`src/rtl/ge_seq_pkg.sv`:
```
// Shared types for the evolved-program sequencer: opcodes, instruction
// encoding, FSM states and register-file size.
package ge_seq_pkg;

    localparam int NREG = 4;

    typedef enum logic [1:0] {
        OP_AND = 2'b00,
        OP_OR  = 2'b01,
        OP_XOR = 2'b10,
        OP_MOV = 2'b11
    } op_e;

    // 6-bit instruction word {op, dst, src}.
    typedef struct packed {
        op_e        op;
        logic [1:0] dst;
        logic [1:0] src;
    } instr_t;

    typedef enum logic [1:0] {
        S_IDLE = 2'd0,
        S_EXEC = 2'd1,
        S_DONE = 2'd2
    } state_e;

endpackage

```
`src/rtl/ge_program_sequencer_if.sv`:
```
// Program-load port plus operand/result handshake of the sequencer.
// master = producer/consumer side, slave = the sequencer.
interface ge_program_sequencer_if #(
    parameter int WIDTH     = 16,
    parameter int MAX_INSTR = 16
) ();
    localparam int AW = $clog2(MAX_INSTR);

    logic             prog_we;
    logic [AW-1:0]    prog_addr;
    logic [5:0]       prog_data;
    logic [AW:0]      prog_len;

    logic             in_valid;
    logic             in_ready;
    logic [WIDTH-1:0] a1, a0, b1, b0;

    logic             out_valid;
    logic             out_ready;
    logic [WIDTH-1:0] y3, y2, y1, y0;
    logic             busy;

    modport master (
        output prog_we, prog_addr, prog_data, prog_len,
        output in_valid, a1, a0, b1, b0, out_ready,
        input  in_ready, out_valid, y3, y2, y1, y0, busy
    );

    modport slave (
        input  prog_we, prog_addr, prog_data, prog_len,
        input  in_valid, a1, a0, b1, b0, out_ready,
        output in_ready, out_valid, y3, y2, y1, y0, busy
    );
endinterface

```
`src/rtl/ge_reg_alu.sv`:
```
// Combinational register-file update: applies one bitwise instruction
// to the 4-entry register file and returns the whole next file.
module ge_reg_alu
    import ge_seq_pkg::*;
#(
    parameter int WIDTH = 16
) (
    input  logic [NREG-1:0][WIDTH-1:0] regs_i,
    input  instr_t                     instr_i,
    output logic [NREG-1:0][WIDTH-1:0] regs_o
);
    logic [WIDTH-1:0] src_val;
    logic [WIDTH-1:0] dst_val;

    assign src_val = regs_i[instr_i.src];
    assign dst_val = regs_i[instr_i.dst];

    // Only the destination register changes; dst == src falls out naturally.
    always_comb begin
        // NOTE: default every output first so no path leaves it unassigned (no latch).
        regs_o = regs_i;
        unique case (instr_i.op)
            OP_AND: regs_o[instr_i.dst] = dst_val & src_val;
            OP_OR:  regs_o[instr_i.dst] = dst_val | src_val;
            OP_XOR: regs_o[instr_i.dst] = dst_val ^ src_val;
            OP_MOV: regs_o[instr_i.dst] = src_val;
        endcase
    end
endmodule

```
`src/rtl/ge_program_sequencer.sv`:
```
// Sequential executor for evolved bitwise-register programs: loads four
// registers from the operands, runs len instructions one per clock, then
// holds the register file as results until the consumer accepts them.
module ge_program_sequencer
    import ge_seq_pkg::*;
#(
    parameter int WIDTH     = 16,
    parameter int MAX_INSTR = 16
) (
    input  logic                   clk,
    input  logic                   rst_n,
    ge_program_sequencer_if.slave  bus
);
    localparam int          AW      = $clog2(MAX_INSTR);
    localparam logic [AW:0] LEN_MAX = (AW + 1)'(MAX_INSTR);

    typedef logic [NREG-1:0][WIDTH-1:0] regfile_t;

    state_e        state_q, state_d;
    logic [AW-1:0] pc_q, pc_d;
    logic [AW:0]   len_q, len_d;
    regfile_t      regs_q, regs_d, regs_alu;
    logic          out_valid_q, out_valid_d;
    logic          busy_q, busy_d;
    logic          in_ready_q, in_ready_d;

    instr_t        mem_q [MAX_INSTR];
    instr_t        cur_instr;
    logic [AW:0]   accept_len;
    logic          prog_wr_en;

    assign cur_instr  = mem_q[pc_q];
    assign accept_len = (bus.prog_len > LEN_MAX) ? LEN_MAX : bus.prog_len;

    // Writes land in IDLE or on the DONE->IDLE edge. The accepting cycle is
    // excluded: the run starting there reads mem[0] on the very next cycle.
    assign prog_wr_en = bus.prog_we &&
                        (((state_q == S_IDLE) && !bus.in_valid) ||
                         ((state_q == S_DONE) && bus.out_ready));

    ge_reg_alu #(.WIDTH(WIDTH)) u_alu (
        .regs_i  (regs_q),
        .instr_i (cur_instr),
        .regs_o  (regs_alu)
    );

    // Next-state logic for the IDLE/EXEC/DONE controller and register file.
    always_comb begin
        state_d = state_q;
        pc_d    = pc_q;
        len_d   = len_q;
        regs_d  = regs_q;
        unique case (state_q)
            S_IDLE: begin
                if (bus.in_valid) begin
                    regs_d  = {bus.b1, bus.b0, bus.a1, bus.a0};
                    len_d   = accept_len;
                    pc_d    = '0;
                    state_d = (accept_len != '0) ? S_EXEC : S_DONE;
                end
            end
            S_EXEC: begin
                regs_d = regs_alu;
                pc_d   = pc_q + 1'b1;
                if ({1'b0, pc_q} == len_q - 1'b1) state_d = S_DONE;
            end
            S_DONE: begin
                if (bus.out_ready) state_d = S_IDLE;
            end
            default: state_d = S_IDLE;
        endcase
        out_valid_d = (state_d == S_DONE);
        busy_d      = (state_d != S_IDLE);
        in_ready_d  = (state_d == S_IDLE);
    end

    // Controller state, counters, register file and registered status flags.
    always_ff @(posedge clk or negedge rst_n) begin
        // NOTE: state updates use <= so every flop samples pre-edge values.
        if (!rst_n) begin
            state_q     <= S_IDLE;
            pc_q        <= '0;
            len_q       <= '0;
            regs_q      <= '0;
            out_valid_q <= 1'b0;
            busy_q      <= 1'b0;
            in_ready_q  <= 1'b1;
        end else begin
            state_q     <= state_d;
            pc_q        <= pc_d;
            len_q       <= len_d;
            regs_q      <= regs_d;
            out_valid_q <= out_valid_d;
            busy_q      <= busy_d;
            in_ready_q  <= in_ready_d;
        end
    end

    // Program memory: synchronous write, combinational read by pc.
    always_ff @(posedge clk or negedge rst_n) begin
        // NOTE: the program store must come up as all-AND r0,r0, so it is a reset flop array, not a RAM.
        if (!rst_n) begin
            for (int i = 0; i < MAX_INSTR; i++) mem_q[i] <= '0;
        end else if (prog_wr_en) begin
            mem_q[bus.prog_addr] <= instr_t'(bus.prog_data);
        end
    end

    assign bus.y0        = regs_q[0];
    assign bus.y1        = regs_q[1];
    assign bus.y2        = regs_q[2];
    assign bus.y3        = regs_q[3];
    assign bus.out_valid = out_valid_q;
    assign bus.busy      = busy_q;
    assign bus.in_ready  = in_ready_q;
endmodule

```
`src/flat_wrapper.sv`:
```
// flat-port wrapper written by rule: the top's interface ports become plain ports
module ge_program_sequencer_flat import ge_seq_pkg::*;
#(
    parameter int WIDTH     = 16,
    parameter int MAX_INSTR = 16
)
  (clk, rst_n, bus_prog_we, bus_prog_addr, bus_prog_data, bus_prog_len, bus_in_valid, bus_a1, bus_a0, bus_b1, bus_b0, bus_out_ready, bus_in_ready, bus_out_valid, bus_y3, bus_y2, bus_y1, bus_y0, bus_busy);
  ge_program_sequencer_if #(.WIDTH(WIDTH), .MAX_INSTR(MAX_INSTR)) bus_i ();
  input  logic clk;
  input  logic rst_n;
  input wire logic [$bits(bus_i.prog_we)-1:0] bus_prog_we;
  input wire logic [$bits(bus_i.prog_addr)-1:0] bus_prog_addr;
  input wire logic [$bits(bus_i.prog_data)-1:0] bus_prog_data;
  input wire logic [$bits(bus_i.prog_len)-1:0] bus_prog_len;
  input wire logic [$bits(bus_i.in_valid)-1:0] bus_in_valid;
  input wire logic [$bits(bus_i.a1)-1:0] bus_a1;
  input wire logic [$bits(bus_i.a0)-1:0] bus_a0;
  input wire logic [$bits(bus_i.b1)-1:0] bus_b1;
  input wire logic [$bits(bus_i.b0)-1:0] bus_b0;
  input wire logic [$bits(bus_i.out_ready)-1:0] bus_out_ready;
  output wire logic [$bits(bus_i.in_ready)-1:0] bus_in_ready;
  output wire logic [$bits(bus_i.out_valid)-1:0] bus_out_valid;
  output wire logic [$bits(bus_i.y3)-1:0] bus_y3;
  output wire logic [$bits(bus_i.y2)-1:0] bus_y2;
  output wire logic [$bits(bus_i.y1)-1:0] bus_y1;
  output wire logic [$bits(bus_i.y0)-1:0] bus_y0;
  output wire logic [$bits(bus_i.busy)-1:0] bus_busy;
  assign bus_i.prog_we = bus_prog_we;
  assign bus_i.prog_addr = bus_prog_addr;
  assign bus_i.prog_data = bus_prog_data;
  assign bus_i.prog_len = bus_prog_len;
  assign bus_i.in_valid = bus_in_valid;
  assign bus_i.a1 = bus_a1;
  assign bus_i.a0 = bus_a0;
  assign bus_i.b1 = bus_b1;
  assign bus_i.b0 = bus_b0;
  assign bus_i.out_ready = bus_out_ready;
  assign bus_in_ready = bus_i.in_ready;
  assign bus_out_valid = bus_i.out_valid;
  assign bus_y3 = bus_i.y3;
  assign bus_y2 = bus_i.y2;
  assign bus_y1 = bus_i.y1;
  assign bus_y0 = bus_i.y0;
  assign bus_busy = bus_i.busy;
  ge_program_sequencer #(.WIDTH(WIDTH), .MAX_INSTR(MAX_INSTR)) u_core (.clk(clk), .rst_n(rst_n), .bus(bus_i));
endmodule
```
`config.mk`:
```
export PLATFORM = sky130hd
export DESIGN_NAME = ge_program_sequencer_flat
export DESIGN_NICKNAME = d
export VERILOG_FILES = /design/src/rtl/ge_seq_pkg.sv /design/src/rtl/ge_program_sequencer_if.sv /design/src/rtl/ge_reg_alu.sv /design/src/rtl/ge_program_sequencer.sv /design/src/flat_wrapper.sv
export SDC_FILE = /design/constraint.sdc
export NUM_CORES = 1
export LEC_CHECK = 0
export BUFFER_PORTS_ARGS = -buffer_cell sky130_fd_sc_hd__buf_2
export CORE_ASPECT_RATIO = 0.9
export CORE_UTILIZATION = 40
export CTS_CLUSTER_DIAMETER = 150
export CTS_CLUSTER_SIZE = 28
export DETAILED_ROUTE_END_ITERATION = 10
export GPL_ROUTABILITY_DRIVEN = 0
export SYNTH_ARGS = -nofsm -noshare
export SYNTH_HDL_FRONTEND = slang
export SYNTH_SLANG_ARGS = --single-unit
```
`constraint.sdc`:
```
create_clock -name clk -period 5.2 [get_ports clk]
set_input_delay 1.04 -clock clk [delete_from_list [all_inputs] [get_ports clk]]
set_output_delay 1.04 -clock clk [all_outputs]
set_load 0.1 [all_outputs]
```
==> flow_metrics.tcl <==
set metrics [dict create \
    outcome "finished clean" \
    final.min_clock_period_ns 4.35 \
    post_route_drc_violation_count 0 \
    fin_tns_setup_ns 0 \
    slowest_cell_on_the_critical_path "sky130_fd_sc_hd__dfrtp_1" \
    cp.arrival_ns 4.63 \
    numCtsBuffers 17 \
    timing.reg2reg.setup_slack_ns 0.85 \
    report.final.slew_viol_count 0 \
    max_freq_mhz 230 \
    finalCritPeriodShare_pct 83.6 \
    drt_pre_antenna_iters 7 \
    crit_buf_inv 2 \
    worst_path_dominant_cell_family "compound AO/OA/AOI/OAI gates" \
    yosysUniqueCellTypes 54 \
    ys_warn_count 0 \
    synth_top_area_cell "sky130_fd_sc_hd__dfrtp_1" \
    synthesis.area_um2 11600 \
    antennaDiodeCount 0 \
    detail_route.vias_per_cell 6.48 \
    cts_tree "done" \
    fp-row-count 58 \
    post_cts_resize_count 0 \
    path_cells "buf_4, nor2b_1, a22oi_1, and3_1, o21ai_0, a32oi_1, inv_1, ha_1, a2bb2oi_1, mux2_1, o21ai_1, o2111ai_1" \
    floorplan.core_area_um2 28300 \
    hpwlAfterDp_um 25500 \
    critPathMaxStageDelay_ns 0.75 \
    layout_common_cells "172 x sky130_fd_sc_hd__dfrtp_1, 149 x sky130_fd_sc_hd__buf_2, 97 x sky130_fd_sc_hd__mux2_2" \
    finalHoldViolCount 0 \
    synth_area_per_cell_um2 10.6 \
    syn-num-nets 1220 \
    maxSlewHeadroom_pct 16.3 \
    postPlaceCellArea_um2 12700 \
    initialDrtViolationCount 1095 \
    drt.antenna.violating_nets 0 \
    timing.critical_path.from_type "flop" \
    syn2layout_area_growth_pct 14.2 \
    grt_pass1_vias 10100 \
    final_cell_area_um2 13300 \
    post_drt_wl_per_cell_um 24.2 \
    timing_worst_setup_path_type "reg -> reg" \
    die_area_um2 29800 \
    setup_viol 0 \
    grt.total_usage_pct 26.3 \
    first_pass_grt_wire_length_um 60000 \
    synth.ff_latch_count 174 \
    grt_remaining_overflow 0 \
    synth_top_area_share_pct 37.2 \
    worstHoldPathType "reg -> reg" \
    final_layout_size_suffix_gt1_share_pct 32.5 \
    clock_insertion_delay_worst_skew_ns 0.44 \
    top_level_ports 151 \
    multi_input_comb_area_um2 6720 \
    area.sequential_um2 4360 \
    worst_ep_required_time_ns 5.48 \
    worstMarginPinSlew_ns 1.25 \
    clock-sinks 174 \
    post_cts.repair.setup_buffers 0 \
    synth-edff-count 0 \
    post_synth_inst_count 1102 \
    grt_max_degree 106 \
    num_vias 10300 \
    worst_setup_hold_path_clk_slew_ns 0.08 \
    worstPathMaxFanout 24 \
    routed_wl_um 38400 \
    clock_tree.root_cell "sky130_fd_sc_hd__clkbuf_16" \
    endpoint_kind "flop" \
    ctsHtreeMaxLevel 4 \
    cts-hold-fix-buffers 0 \
    floorplan.initialDensity_pct 41.1 \
    dieWidth_um 182 \
    share_of_synthesized_registers_carrying_an_async_set_or_reset_pct 100 \
    mostFrequentLayoutCell "sky130_fd_sc_hd__dfrtp_1" \
    synth_flop_cell "sky130_fd_sc_hd__dfrtp_1" \
    antenna_found_initial 0 \
    fin_clk_skew_ns 0.0182 \
    port_buffers 150 \
    timing.max_cap.violations 0 \
    grt_setup_unrepaired "no" \
    nNetsFinal 1332 \
    fillers 2678 \
    synth_top_cells_by_area "sky130_fd_sc_hd__dfrtp_1 37%, sky130_fd_sc_hd__mux2_2 9.4%, sky130_fd_sc_hd__o2111ai_1 5.0%" \
    seq_area_frac_synth_pct 37.4 \
    fp.dieH_um 164 \
    cts.path.max_buffers 2 \
]
## area by class of cell
| class | instances | area share [%] |
|---|---|---|
| repair buffers | 183 | 7.75 |
| flip-flops and latches | 174 | 32.8 |
| inverters | 37 | 1.04 |
| multi-input cells | 801 | 50.5 |
| clock buffers | 17 | 3.20 |
| clock inverters | 15 | 1.32 |
| well taps | 360 | 3.39 |
## per-stage QoR
stage	util [%]	hold slack [ns]	setup slack, ns	cells
3_3_place_gp	44.8	0.482	0.992	1555
2_1_floorplan	-	0.469	1.66	1102
4_1_cts	47.0	0.506	0.926	1587
3_5_place_dp	44.8	0.490	0.931	1555
5_1_grt	47.0	0.523	0.577	1587
6_report	47.0	0.507	0.851	1587
## state kept, by name (all words and copies together), names as in the netlist
name / count
u_core.bus.y0: 16
u_core.bus.y2: 16
u_core.bus.in_ready: 1
u_core.bus.busy: 1
u_core.bus.out_valid: 1
u_core.bus.y1: 16
u_core.bus.y3: 16
u_core.pc_q: 4
u_core.state_q: 2
u_core.mem_q: 96
u_core.len_q: 5
## cell families after synthesis
kind of cell	after synthesis	synth area share [%]
flops	174	37.4
xor+xnor	6	0.451
fa+ha+maj	34	3.65
simple gates	195	8.19
compound gates	391	26.7
mux	175	18.5
buf+inv	127	5.12
## synthesized netlist by cell type, types with 8 or more instances
cell,instances
sky130_fd_sc_hd__o21ai_1,21
sky130_fd_sc_hd__clkbuf_1,49
sky130_fd_sc_hd__o211ai_2,10
sky130_fd_sc_hd__o21ai_0,34
sky130_fd_sc_hd__a32oi_2,15
sky130_fd_sc_hd__buf_4,12
sky130_fd_sc_hd__mux2i_1,55
sky130_fd_sc_hd__nand2b_1,14
sky130_fd_sc_hd__a21oi_1,54
sky130_fd_sc_hd__o211ai_1,50
sky130_fd_sc_hd__buf_2,17
sky130_fd_sc_hd__nand3_1,37
sky130_fd_sc_hd__ha_1,34
sky130_fd_sc_hd__o221a_2,10
sky130_fd_sc_hd__o2bb2ai_1,15
sky130_fd_sc_hd__a31oi_1,17
sky130_fd_sc_hd__a21oi_2,12
sky130_fd_sc_hd__nor2b_1,8
sky130_fd_sc_hd__nand2_1,89
sky130_fd_sc_hd__mux2_2,97
sky130_fd_sc_hd__nor2_1,22
sky130_fd_sc_hd__o2111ai_1,66
sky130_fd_sc_hd__inv_1,37
sky130_fd_sc_hd__a22o_1,64
sky130_fd_sc_hd__mux4_2,22
sky130_fd_sc_hd__dfrtp_1,173
## layer usage
layer,global-route usage (%),wire [um],up-vias
met2,38.8,16600,481
met1,37.9,17700,5195
met4,9.17,914,0
met3,5.45,3200,74
met5,0,0,-
li1,-,-,4534
## worst paths after layout
path / cells past startpoint / endpoint / start
max: 12 / u_core.bus.y2[13]$_DFFE_PN0P_ / u_core.pc_q[1]$_DFFE_PN0P_
min: 1 / u_core.mem_q[29]$_DFFE_PN0P_ / u_core.mem_q[29]$_DFFE_PN0P_
max reg2reg: 12 / u_core.bus.y2[13]$_DFFE_PN0P_ / u_core.pc_q[1]$_DFFE_PN0P_
min reg2reg: 1 / u_core.mem_q[29]$_DFFE_PN0P_ / u_core.mem_q[29]$_DFFE_PN0P_
max in group asynchronous: 2 / u_core.pc_q[0]$_DFFE_PN0P_ / rst_n
min in group asynchronous: 1 / u_core.mem_q[19]$_DFFE_PN0P_ / rst_n
Power is not shown: default switching activity piles up to over one toggle a cycle in this logic, so the estimate is an artifact.
